## config.mk

```make
export PLATFORM = sky130hd
export DESIGN_NAME = seq_event_counter_flat
export DESIGN_NICKNAME = d
export VERILOG_FILES = /design/src/rtl/seq_event_counter_if.sv /design/src/rtl/seq_event_counter.sv /design/src/flat_wrapper.sv
export SDC_FILE = /design/constraint.sdc
export NUM_CORES = 1
export LEC_CHECK = 0
export ABC_CLOCK_PERIOD_IN_PS = 6730
export BUFFER_PORTS_ARGS = -buffer_cell sky130_fd_sc_hd__buf_2
export CAP_MARGIN = 20
export CORE_ASPECT_RATIO = 0.75
export CORE_MARGIN = 1.5
export CORE_UTILIZATION = 45
export CTS_CLUSTER_DIAMETER = 80
export DETAILED_ROUTE_END_ITERATION = 12
export PLACE_DENSITY_LB_ADDON = 0.12
export SLEW_MARGIN = 20
export SYNTH_ARGS = -nofsm -noshare
export SYNTH_HDL_FRONTEND = slang
export SYNTH_SLANG_ARGS = --single-unit
```

## constraint.sdc

```tcl
create_clock -name clk -period 6.73 [get_ports clk]
set_clock_uncertainty 0.2 [all_clocks]
set_input_delay 1.346 -clock clk [delete_from_list [all_inputs] [get_ports clk]]
set_output_delay 1.346 -clock clk [all_outputs]
set_load 0.05 [all_outputs]
```

## src/rtl/seq_event_counter_if.sv

```systemverilog
// Result handshake between the window event counter and its status consumer.
// The counter (master) publishes a window total with valid/flag/overrun.
// The consumer (slave) returns the acknowledge.
interface seq_event_counter_if #(
  parameter int CNT_W = 8
);
  logic [CNT_W-1:0] count_out;
  logic             count_valid;
  logic             count_ack;
  logic             over_flag;
  logic             overrun;

  modport master (
    output count_out,
    output count_valid,
    output over_flag,
    output overrun,
    input  count_ack
  );

  modport slave (
    input  count_out,
    input  count_valid,
    input  over_flag,
    input  overrun,
    output count_ack
  );
endinterface

```

## src/rtl/seq_event_counter.sv

```systemverilog
// Window event counter for the "011" sequence detector match pulse.
// Counts det_in pulses over back-to-back programmable windows. Each window
// total is latched with a threshold flag behind a valid/ack handshake. A result
// that replaces an unacknowledged one sets a sticky overrun bit.
module seq_event_counter #(
  parameter int CNT_W = 8,
  parameter int WIN_W = 8
) (
  input  logic             clk,
  input  logic             reset,
  input  logic             det_in,
  input  logic             enable,
  input  logic [WIN_W-1:0] window_len,
  input  logic [CNT_W-1:0] threshold,
  seq_event_counter_if.master res
);

  typedef enum logic {
    S_IDLE  = 1'b0,
    S_COUNT = 1'b1
  } state_t;

  localparam logic [WIN_W-1:0] WIN_ONE = WIN_W'(1);
  localparam logic [CNT_W-1:0] CNT_ONE = CNT_W'(1);

  state_t           state_q;
  logic [CNT_W-1:0] acc_q;
  logic [WIN_W-1:0] cyc_q;
  logic [WIN_W-1:0] win_q;
  logic [CNT_W-1:0] count_q;
  logic             valid_q;
  logic             over_q;
  logic             overrun_q;

  logic [CNT_W-1:0] acc_d;
  logic             last_d;

  // Add one pulse to the accumulator, holding at all-ones instead of wrapping.
  function automatic logic [CNT_W-1:0] sat_add(input logic [CNT_W-1:0] a,
                                               input logic             inc);
    if (inc && (a != {CNT_W{1'b1}}))
      return a + CNT_ONE;
    return a;
  endfunction

  // Running total including this cycle's pulse, and last-cycle-of-window detect.
  always_comb begin
    acc_d  = sat_add(acc_q, det_in);
    last_d = (state_q == S_COUNT) && enable && (cyc_q == (win_q - WIN_ONE));
  end

  // Window FSM, accumulator and result handshake registers.
  always_ff @(posedge clk) begin
    if (reset) begin
      state_q   <= S_IDLE;
      acc_q     <= '0;
      cyc_q     <= '0;
      win_q     <= '0;
      count_q   <= '0;
      valid_q   <= 1'b0;
      over_q    <= 1'b0;
      overrun_q <= 1'b0;
    end else begin
      case (state_q)
        S_IDLE: begin
          if (enable && (window_len != '0)) begin
            win_q   <= window_len;
            acc_q   <= '0;
            cyc_q   <= '0;
            state_q <= S_COUNT;
          end
        end
        S_COUNT: begin
          if (!enable) begin
            // Abort discards the partial window; the published result is kept.
            acc_q   <= '0;
            cyc_q   <= '0;
            state_q <= S_IDLE;
          end else if (last_d) begin
            // Next window starts without a gap using the length seen now.
            acc_q <= '0;
            cyc_q <= '0;
            win_q <= window_len;
            if (window_len == '0)
              state_q <= S_IDLE;
          end else begin
            acc_q <= acc_d;
            cyc_q <= cyc_q + WIN_ONE;
          end
        end
        default: begin
          state_q <= S_IDLE;
        end
      endcase

      // A new result takes priority over an acknowledge in the same cycle.
      if (last_d) begin
        count_q <= acc_d;
        over_q  <= (acc_d >= threshold);
        valid_q <= 1'b1;
        if (valid_q && !res.count_ack)
          overrun_q <= 1'b1;
      end else if (valid_q && res.count_ack) begin
        valid_q <= 1'b0;
      end
    end
  end

  assign res.count_out   = count_q;
  assign res.count_valid = valid_q;
  assign res.over_flag   = over_q;
  assign res.overrun     = overrun_q;

endmodule

```

## src/flat_wrapper.sv

```systemverilog
// flat-port wrapper written by rule: the top's interface ports become plain ports
module seq_event_counter_flat 
#(
  parameter int CNT_W = 8,
  parameter int WIN_W = 8
)
  (clk, reset, det_in, enable, window_len, threshold, res_count_out, res_count_valid, res_over_flag, res_overrun, res_count_ack);
  seq_event_counter_if #(.CNT_W(CNT_W)) res_i ();
  input  logic clk;
  input  logic reset;
  input  logic det_in;
  input  logic enable;
  input  logic [WIN_W-1:0] window_len;
  input  logic [CNT_W-1:0] threshold;
  output wire logic [$bits(res_i.count_out)-1:0] res_count_out;
  output wire logic [$bits(res_i.count_valid)-1:0] res_count_valid;
  output wire logic [$bits(res_i.over_flag)-1:0] res_over_flag;
  output wire logic [$bits(res_i.overrun)-1:0] res_overrun;
  input wire logic [$bits(res_i.count_ack)-1:0] res_count_ack;
  assign res_count_out = res_i.count_out;
  assign res_count_valid = res_i.count_valid;
  assign res_over_flag = res_i.over_flag;
  assign res_overrun = res_i.overrun;
  assign res_i.count_ack = res_count_ack;
  seq_event_counter #(.CNT_W(CNT_W), .WIN_W(WIN_W)) u_core (.clk(clk), .reset(reset), .det_in(det_in), .enable(enable), .window_len(window_len), .threshold(threshold), .res(res_i));
endmodule
```

==> results of run 1 <==
## logic make-up after synthesis
family | count (synthesis) | synth area share
XOR/XNOR | 17 | 0.0727
buffers and inverters | 25 | 0.0544
adder cells (fa/ha/maj) | 11 | 0.0672
multiplexers | 14 | 0.0691
flip-flops | 36 | 0.352
AND/OR/NAND/NOR | 96 | 0.225
AO/OA/AOI/OAI | 42 | 0.160
## worst max-delay path: cells and delay by family
kind | cells | cell delay, ps
AND/OR/NAND/NOR | 4 | 750
AO/OA/AOI/OAI | 3 | 380
adder cells (fa/ha/maj) | 1 | 300
XOR/XNOR | 1 | 280
buffers and inverters | 1 | 90
## power groups by stage
stage / Sequential (mW) / Clock [mW] / Combinational (mW)
after floorplan: 0.226 / 0 / 0.0344
after global placement: 0.227 / 0 / 0.0473
after detailed placement: 0.227 / 0 / 0.0480
after CTS: 0.222 / 0.168 / 0.0483
after global routing: 0.223 / 0.179 / 0.0547
final: 0.222 / 0.165 / 0.0485
## metal layers
metal / part of all wire / vias to the layer above / global-route usage
met5: 0 / - / 0
met2: 0.37 / 27 / 0.275
met4: 0.012 / 0 / 0.0690
li1: - / 905 / -
met1: 0.58 / 782 / 0.306
met3: 0.036 / 7 / 0.0504
## worst max-delay path by stage
stage | start | slack (ps) | cells after the start | end
after floorplan | det_in | 3550 | 9 | u_core.res.over_flag
after global placement | det_in | 3320 | 13 | u_core.res.over_flag
after detailed placement | det_in | 3290 | 10 | u_core.res.over_flag
after CTS | u_core.acc_q[0] | 3570 | 11 | u_core.res.over_flag
after global routing | u_core.acc_q[0] | 3360 | 11 | u_core.res.over_flag
final | det_in | 3560 | 10 | u_core.res.over_flag
## sequential cells by signal, indices dropped and copies added (netlist names)
register                flops
u_core.acc_q                8
u_core.res.count_valid      1
u_core.cyc_q                8
u_core.res.count_out        8
u_core.state_q              1
u_core.res.over_flag        1
u_core.win_q                8
u_core.res.overrun          1
## cells in the mapped netlist (2+ instances only)
master / number
sky130_fd_sc_hd__o21ai_0: 6
sky130_fd_sc_hd__nor2b_1: 2
sky130_fd_sc_hd__buf_2: 2
sky130_fd_sc_hd__o2111ai_1: 2
sky130_fd_sc_hd__or2_2: 2
sky130_fd_sc_hd__dfxtp_1: 36
sky130_fd_sc_hd__a21o_1: 4
sky130_fd_sc_hd__nand2_1: 33
sky130_fd_sc_hd__nor3_1: 7
sky130_fd_sc_hd__nor2_1: 22
sky130_fd_sc_hd__mux2i_1: 13
sky130_fd_sc_hd__a211oi_2: 2
sky130_fd_sc_hd__nand4_1: 5
sky130_fd_sc_hd__ha_1: 11
sky130_fd_sc_hd__o311ai_0: 2
sky130_fd_sc_hd__inv_1: 16
sky130_fd_sc_hd__clkbuf_1: 4
sky130_fd_sc_hd__a21oi_1: 6
sky130_fd_sc_hd__a22o_1: 8
sky130_fd_sc_hd__xnor2_1: 8
sky130_fd_sc_hd__nor3_2: 3
sky130_fd_sc_hd__and3_1: 3
sky130_fd_sc_hd__xor2_1: 9
sky130_fd_sc_hd__nor4_1: 2
sky130_fd_sc_hd__nand3_1: 11
## layout make-up
type / count / area [um^2] / share of cell area
multi-input cells: 180 / 1220 / 0.523
flip-flops and latches: 36 / 721 / 0.309
repair buffers: 32 / 163 / 0.0698
clock buffers: 7 / 86.3 / 0.0370
well taps: 57 / 71.3 / 0.0306
inverters: 17 / 63.8 / 0.0274
clock inverters: 1 / 7.51 / 0.00322
==> impl_summary.md, run 1 <==
Status
The run finished with clean final reports.

Floorplanning
In this run the core area contains 21 standard-cell rows. From bottom edge to top edge, the die measures 61.4 um. The x dimension of the die is 80.9 um. Pin placement for this block handled 32 I/O pins. The die covers 4970 um^2. The core region is 4410 um^2. For this configuration, the core starts out at a cell density of 0.464.

GRT
The via count of the first global-routing pass is 1562. The global-route wire length before repair is 7460 um. The final global-route overflow total is 0. The aggregate global-route resource usage is 0.202. The number of antenna violations at the first check in global routing was 0. The largest net degree at the start of global routing is 18.

Finish
Leaving out fill and tap cells, the most frequent cell in the layout is sky130_fd_sc_hd__dfxtp_1. The final design area excluding fillers is 2330 um^2. In the layout the commonest cells are sky130_fd_sc_hd__dfxtp_1 (36), sky130_fd_sc_hd__nand2_1 (33), sky130_fd_sc_hd__buf_2 (31). The number of antenna diodes in the final layout is 0. Measured on the finished design, the core utilization comes to 0.528. Fill cells in the final layout number 437.

The layout overhead on the synthesized area is 13.9%. Of the cells placed in the final design, the portion with a size suffix greater than 1 is 0.187. The final layout contains 304 nets. The post-layout instance count excluding filler cells is 330.

Worst setup path
The critical path capture point type is a flip-flop. The path depth of the worst reg2reg path is 11. The register-to-register path setup slack is 3570 ps. The endpoint identified for the worst register-to-register timing path is u_core.res.over_flag.

In this run the worst path has a maximum fanout of 7. The delay of the slowest critical-path stage is 460 ps. For the worst setup path, the data required time is 6700 ps. The worst setup path is of the in -> reg kind. At the worst endpoint, the arrival time is 3150 ps.

Traced cell by cell, the critical path runs through buf_2 > o31ai_1 > or3_1 > xnor2_1 > ha_1 > a21oi_1 > o21ai_0 > nand3_1 > and3_1 > nor3_2. The reg-to-reg startpoint is u_core.acc_q[0]. The kind of start point of the critical path is an input port. On the critical path, the stage with the largest delay is an instance of sky130_fd_sc_hd__or3_1.

Power
The share of total power dissipated in combinational logic is 0.111. The post-route total power is 0.436 mW. The areal power density over the cells is 187 nW/um^2. Internal power comes to 0.322 mW. Of the total power, the share spent switching nets is 0.261. Of the total power, the clock network draws 0.379. The analysis attributes to net switching a power of 0.114 mW.

The reported leakage power is 1.08 nW. VDD sags by at most 0.000121 V. The fraction of power consumed by sequential logic is 0.510.

Timing
The worst slew slack as a fraction of its limit is 0.413. The peak clock frequency supported by timing is 315 MHz. The time the final worst path needs with I/O delays and setup is 3170 ps. The final hold violation count is 0. Setup repair after global routing left no endpoint under its margin. The actual slew at the worst max-slew pin is 872 ps. The number of setup violations in the final report is 0.

The final critical-path share of the clock period is 0.471. The total count of max-transition violations in the final report is 0. The worst path meets setup with 3560 ps of slack. Final hold analysis gives a worst-case slack of 290 ps.

The summed negative setup slack over all endpoints is 0 ps.

Clocking
The number of sinks driven by the clock tree is 36. Once the clock tree was built, the setup fixing pass inserted 0 buffers. The clock-pin slew on the worst setup and hold paths is 70 ps.

The clock tree root driver cell is sky130_fd_sc_hd__clkbuf_8. TritonCTS built the clock tree. The level count of the clock H-tree is 2. Hold repair after CTS inserted 0 buffers. At the later pin of the worst-skew pair, clock insertion delay measures 290 ps. The number of gates resized after cts is 0.

The clock buffer count from CTS is 5. No sink is reached through more buffers than the 2 on the longest clock path.

Logic synthesis
Of all cell types, the one taking the most synthesized area is sky130_fd_sc_hd__dfxtp_1. The share of synthesized area occupied by flip-flops and latches is 0.352. Averaged over all synthesized cells, the footprint is 8.49 um^2.

The fraction of post-synthesis cell area in the top cell type by area is 0.352. The area of the mapped netlist is 2050 um^2. Counting every instance in the synthesized netlist gives 241. The warning count from the yosys run is 0. Sorting the synthesized cells by area gives the leading types as sky130_fd_sc_hd__dfxtp_1 (35%), sky130_fd_sc_hd__ha_1 (6.7%), sky130_fd_sc_hd__mux2i_1 (6.4%). The count of flip-flops with a built-in enable after synthesis is 0.

Of all flip-flops after synthesis, the portion carrying an async set or reset was 0. In the synthesized netlist the dominant register cell turns out to be sky130_fd_sc_hd__dfxtp_1. The number of nets produced by synthesis is 273.

Synthesis inferred 36 register bits. The number of different library cells in the post-synthesis netlist is 47.

Drt
The number of DRC markers after the initial detailed-route iteration is 100. The final antenna-violating net count is 0. The number of detailed-routing iterations run before antenna repair is 4. Dividing the detail-routed via count by the number of cells gives 5.22.

Summed over all layers, the routed wires come to 4460 um. The overall via count from detail_route is 1721. The wire length per cell is 13.5 um.

In the routed design, unresolved DRC markers number 0.

Place
The congestion estimate from routability-driven global placement came to 0.887. Detailed placement ended at an HPWL of 3250 um. The count of placed standard cells including taps is 322. Prior to clock tree synthesis, the placed netlist has a worst setup slack of 3290 ps. The placed instances occupy a cell area of 2230 um^2. The number of I/O port buffers is 31.

Worst hold path
The tightest min-delay check is of the reg -> reg type. The worst hold path endpoint is u_core.res.count_out[2]. In this run the most critical hold path is launched from u_core.res.count_out[2].

The worst hold path depth is 2.

Run
Max-cap violations in this run came to 0.
(Power assumes the default switching activity.)
==> inputs of run 2 (changes only) <==
ABC_AREA = 1   (was not set)
ABC_CLOCK_PERIOD_IN_PS = 2800   (was 6730)
clock period = 2.8 ns   (was 6.73 ns; I/O delays follow)
==> run 2 against run 1 <==
The run now ends with DRC left. Clock power rose to 2.8 times the previous value. Die area rose by 11%. Synthesized cell count grew 46%. Critical endpoint unchanged. Highest routed layer unchanged.
==> impl_summary.md, run 2 <==
Drt
The number of DRC markers after the initial detailed-route iteration came to 179 (+79%). The total met3 wirelength after detailed routing is 251 um (+56%). Routed signal wires occupy layers up through met4. The number of detailed-routing iterations run before antenna repair came to 8 (+4). The wire length per cell is 12.0 um (-11%). The final antenna-violating net count came to 0 (unchanged). The number of design rule violations left after detail routing was 3 (+3).

The total wire length came to 5350 um (+20%). The routed metal-1 wirelength is 3130 um (+21%). The met2 wire length is 1920 um (+15%). The overall via count from detail_route is 2167 (+26%). The via density per instance is 4.86 (-6.8%).

Floorplanning
The row count came to 22 (+4.8%). The I/O pin count is 32 (unchanged). The x dimension of the die is 85.2 um (+5.3%). The height of the die is 64.6 um (+5.3%).

The initial standard-cell utilization of the core is 0.468 (+0.00418). The die outline area came to 5510 um^2 (+11%). The core area was 4870 um^2 (+10%).

Worst setup path
The class of the most critical setup path is reg -> reg. STA classifies the critical path startpoint as a flip-flop. The data arrival at the endpoint of the critical path is 2560 ps (-590 ps). The signal on the critical path passes through ha_1 > inv_1 > nor2_1 > a21boi_2 > buf_4 > nand2_2 > nor2_1 > xor2_1 > ha_1 > a21oi_1 > nand2_1 > nand2_1 > nand2_1 > nor2_1 > nor2_1. The slowest library cell on the worst path is sky130_fd_sc_hd__dfxtp_1. Among the stages of the critical path, the cell type that occurs most often is sky130_fd_sc_hd__nor2_1. The register-to-register path setup slack is 230 ps (-3340 ps). The critical path capture point type is a flip-flop. The delay of the slowest critical-path stage is 360 ps (-100 ps).

The number of buffers and inverters on the critical path came to 2 (+1). The data required time of the critical path is 2790 ps (-3910 ps). The maximum fanout along the worst path is 6 (-1). Among cell families on the critical path, the largest total delay comes from simple AND/OR/NAND/NOR gates.

Timing
The actual slew at the worst max-slew pin came to 491 ps (-381 ps). The final critical-path share of the clock period is 0.919. The final hold violation count is 0 (unchanged). The summed negative setup slack over all endpoints is 0 ps (unchanged). Setup repair after global routing left no endpoint under its margin. The worst slew slack as a fraction of its limit is 0.672 (+0.259).

The total count of max-transition violations in the final report is 0 (unchanged). The number of setup violations in the final report was 0 (unchanged). The worst path in the final design needs a cycle of 2570 ps, including I/O delays and setup. Based on the critical path, the design can be clocked at up to 388 MHz.

Logic synthesis
The share of synthesized area occupied by flip-flops and latches was 0.316 (-0.0359). The area of the mapped netlist is 2280 um^2 (+11%). The fraction of synthesis flops using an asynchronous set or reset pin is 0 (unchanged). The warning count from the yosys run is 0 (unchanged). The average cell area after synthesis came to 6.49 um^2 (-24%).

Sorting the synthesized cells by area gives the leading types as sky130_fd_sc_hd__dfxtp_1 (32%), sky130_fd_sc_hd__nand2_1 (14%), sky130_fd_sc_hd__nor2_1 (8.6%). The fraction of post-synthesis cell area in the top cell type by area came to 0.316 (-0.0359). The number of different library cells in the post-synthesis netlist is 27 (-43%).

The biggest area contributor in the post-synthesis netlist is sky130_fd_sc_hd__dfxtp_1. The number of nets produced by synthesis is 383 (+40%). In the synthesized netlist the dominant register cell turns out to be sky130_fd_sc_hd__dfxtp_1. The count of flip-flops with a built-in enable after synthesis is 0 (unchanged).

The flip-flop and latch count after synthesis is 36 (unchanged). The number of cells produced by synthesis is 351 (+46%). Ranked by instance count, the synthesized netlist is headed by sky130_fd_sc_hd__nand2_1 (83), sky130_fd_sc_hd__nor2_1 (52), sky130_fd_sc_hd__inv_1 (48). The leading cell type by number of instances after synthesis is sky130_fd_sc_hd__nand2_1.

Clocking
The number of sinks driven by the clock tree is 36 (unchanged). The cell sitting at the root of the clock tree is a sky130_fd_sc_hd__clkbuf_8. The level count of the clock H-tree came to 2 (unchanged).

The clock buffer count from CTS was 5 (unchanged). The TritonCTS clock tree is done. The clock-pin slew on the worst setup and hold paths came to 80 ps (about the same). The number of hold buffers added after CTS came to 0 (unchanged). The worst-case clock buffer depth is 2 (unchanged).

The clock network latency to the later pin of the worst-skew pair came to 290 ps (about the same).

Status
The run finished, with violations left. The final reports fail on DRC.

Finish
The count of filler cells inserted in the layout is 500 (+14%). The number of diodes is 0 (unchanged). The share of cells above drive strength 1 is 0.155 (-0.0314).

Leaving out fill and tap cells, the most frequent cell in the layout is sky130_fd_sc_hd__nand2_1. The top cell types in the final layout, fill and taps aside, are sky130_fd_sc_hd__nand2_1 (83), sky130_fd_sc_hd__nor2_1 (52), sky130_fd_sc_hd__inv_1 (48). The layout overhead on the synthesized area is 14.5%. The number of nets at the end of the flow is 417 (+37%).

The utilization of the core after routing was 0.536 (+0.00789).

Worst hold path
The path class of the tightest hold or removal check is reg -> reg.

GRT
The aggregate global-route resource usage is 0.205 (+0.00295). The global-route wire length before repair is 8820 um (+18%). The number of antenna violations at the first check in global routing is 0 (unchanged). The final global-route overflow total was 0 (unchanged).

The via count of the first global-routing pass was 1806 (+16%). The largest net degree at the start of global routing was 29 (+11).

Place
The number of I/O port buffers is 31 (unchanged). The post-DP HPWL came to 4050 um (+25%). The placer's final routability congestion estimate is 0.940 (+6.0%).

Power
The reported leakage power was 1.26 nW (+17%). The areal power density over the cells is 457 nW/um^2 (+140%). The highest ir drop seen on vdd was 0.000249 V (+110%). The post-route total power is 1.19 mW (+170%).

Run
The max-capacitance violation count is 0 (unchanged).
==> run 2: changes by cell type after synthesis, moves of 8 or more <==
| cell | before | now |
|---|---|---|
| sky130_fd_sc_hd__nand2_1 | 33 | 83 |
| sky130_fd_sc_hd__nand3_1 | 11 | 34 |
| sky130_fd_sc_hd__a22o_1 | 8 | 0 |
| sky130_fd_sc_hd__a21oi_1 | 6 | 27 |
| sky130_fd_sc_hd__nor2_1 | 22 | 52 |
| sky130_fd_sc_hd__mux2i_1 | 13 | 0 |
| sky130_fd_sc_hd__inv_1 | 16 | 48 |
==> run 2: layout make-up <==
class | instances | area [um^2] | area share
inverter | 51 | 191 | 0.0733
clock inverter | 3 | 42.5 | 0.0163
clock buffer | 5 | 68.8 | 0.0264
sequential | 36 | 721 | 0.276
multi-input combinational | 253 | 1310 | 0.500
timing repair buffer | 38 | 208 | 0.0795
tap | 60 | 75.1 | 0.0287
==> run 2: worst min-delay path, delay by kind of cell (launching register included) <==
kind	cells	cell delay (ps)
DFF	1	310
and+or+nand+nor	1	60
AOI/OAI and AO/OA	1	50
==> run 2: what timing repair did <==
| action | 4_1_cts | 5_1_grt |
|---|---|---|
| buffers inserted | 0 | 1 |
| gates resized for setup | 0 | 2 |
| setup endpoints to repair | 0 | 1 |
==> run 2: logic make-up after synthesis <==
family                     share of synthesized area
AOI/OAI and AO/OA                             0.0922
xor gates and xnor gates                      0.0538
adders and majority gates                     0.0604
buffers and inverters                          0.115
DFF                                            0.316
and+or+nand+nor                                0.363
==> run 2: final timing paths <==
check                                        startpoint  depth (start not counted)                       to
worst max-delay path                    u_core.acc_q[0]                         15     u_core.res.over_flag
worst min-delay path            u_core.res.count_out[1]                          2  u_core.res.count_out[1]
worst min register to register  u_core.res.count_out[1]                          2  u_core.res.count_out[1]
worst max register to register          u_core.acc_q[0]                         15     u_core.res.over_flag
==> run 2: layer usage <==
layer,vias to the layer above,global-route usage
li1,1177,-
met1,938,0.340
met2,46,0.255
met3,6,0.0420
met4,0,0.0492
met5,-,0
==> run 2: where the power goes <==
group | switching (mW) | total [mW] | internal [mW]
clock | 0.198 | 0.461 | 0.263
sequential | 0.0130 | 0.537 | 0.524
combinational | 0.128 | 0.196 | 0.0677
==> run 2: metrics by stage <==
step           worst slack, ps  cells  instance area [um^2]  hold WS (ps)
4_1_cts                    232    445                  2600           271
2_1_floorplan              329    351                  2280           258
6_report                   226    446                  2610           268
5_1_grt                   6.64    446                  2610           284
3_3_place_gp               315    437                  2480           252
3_5_place_dp               254    437                  2480           257
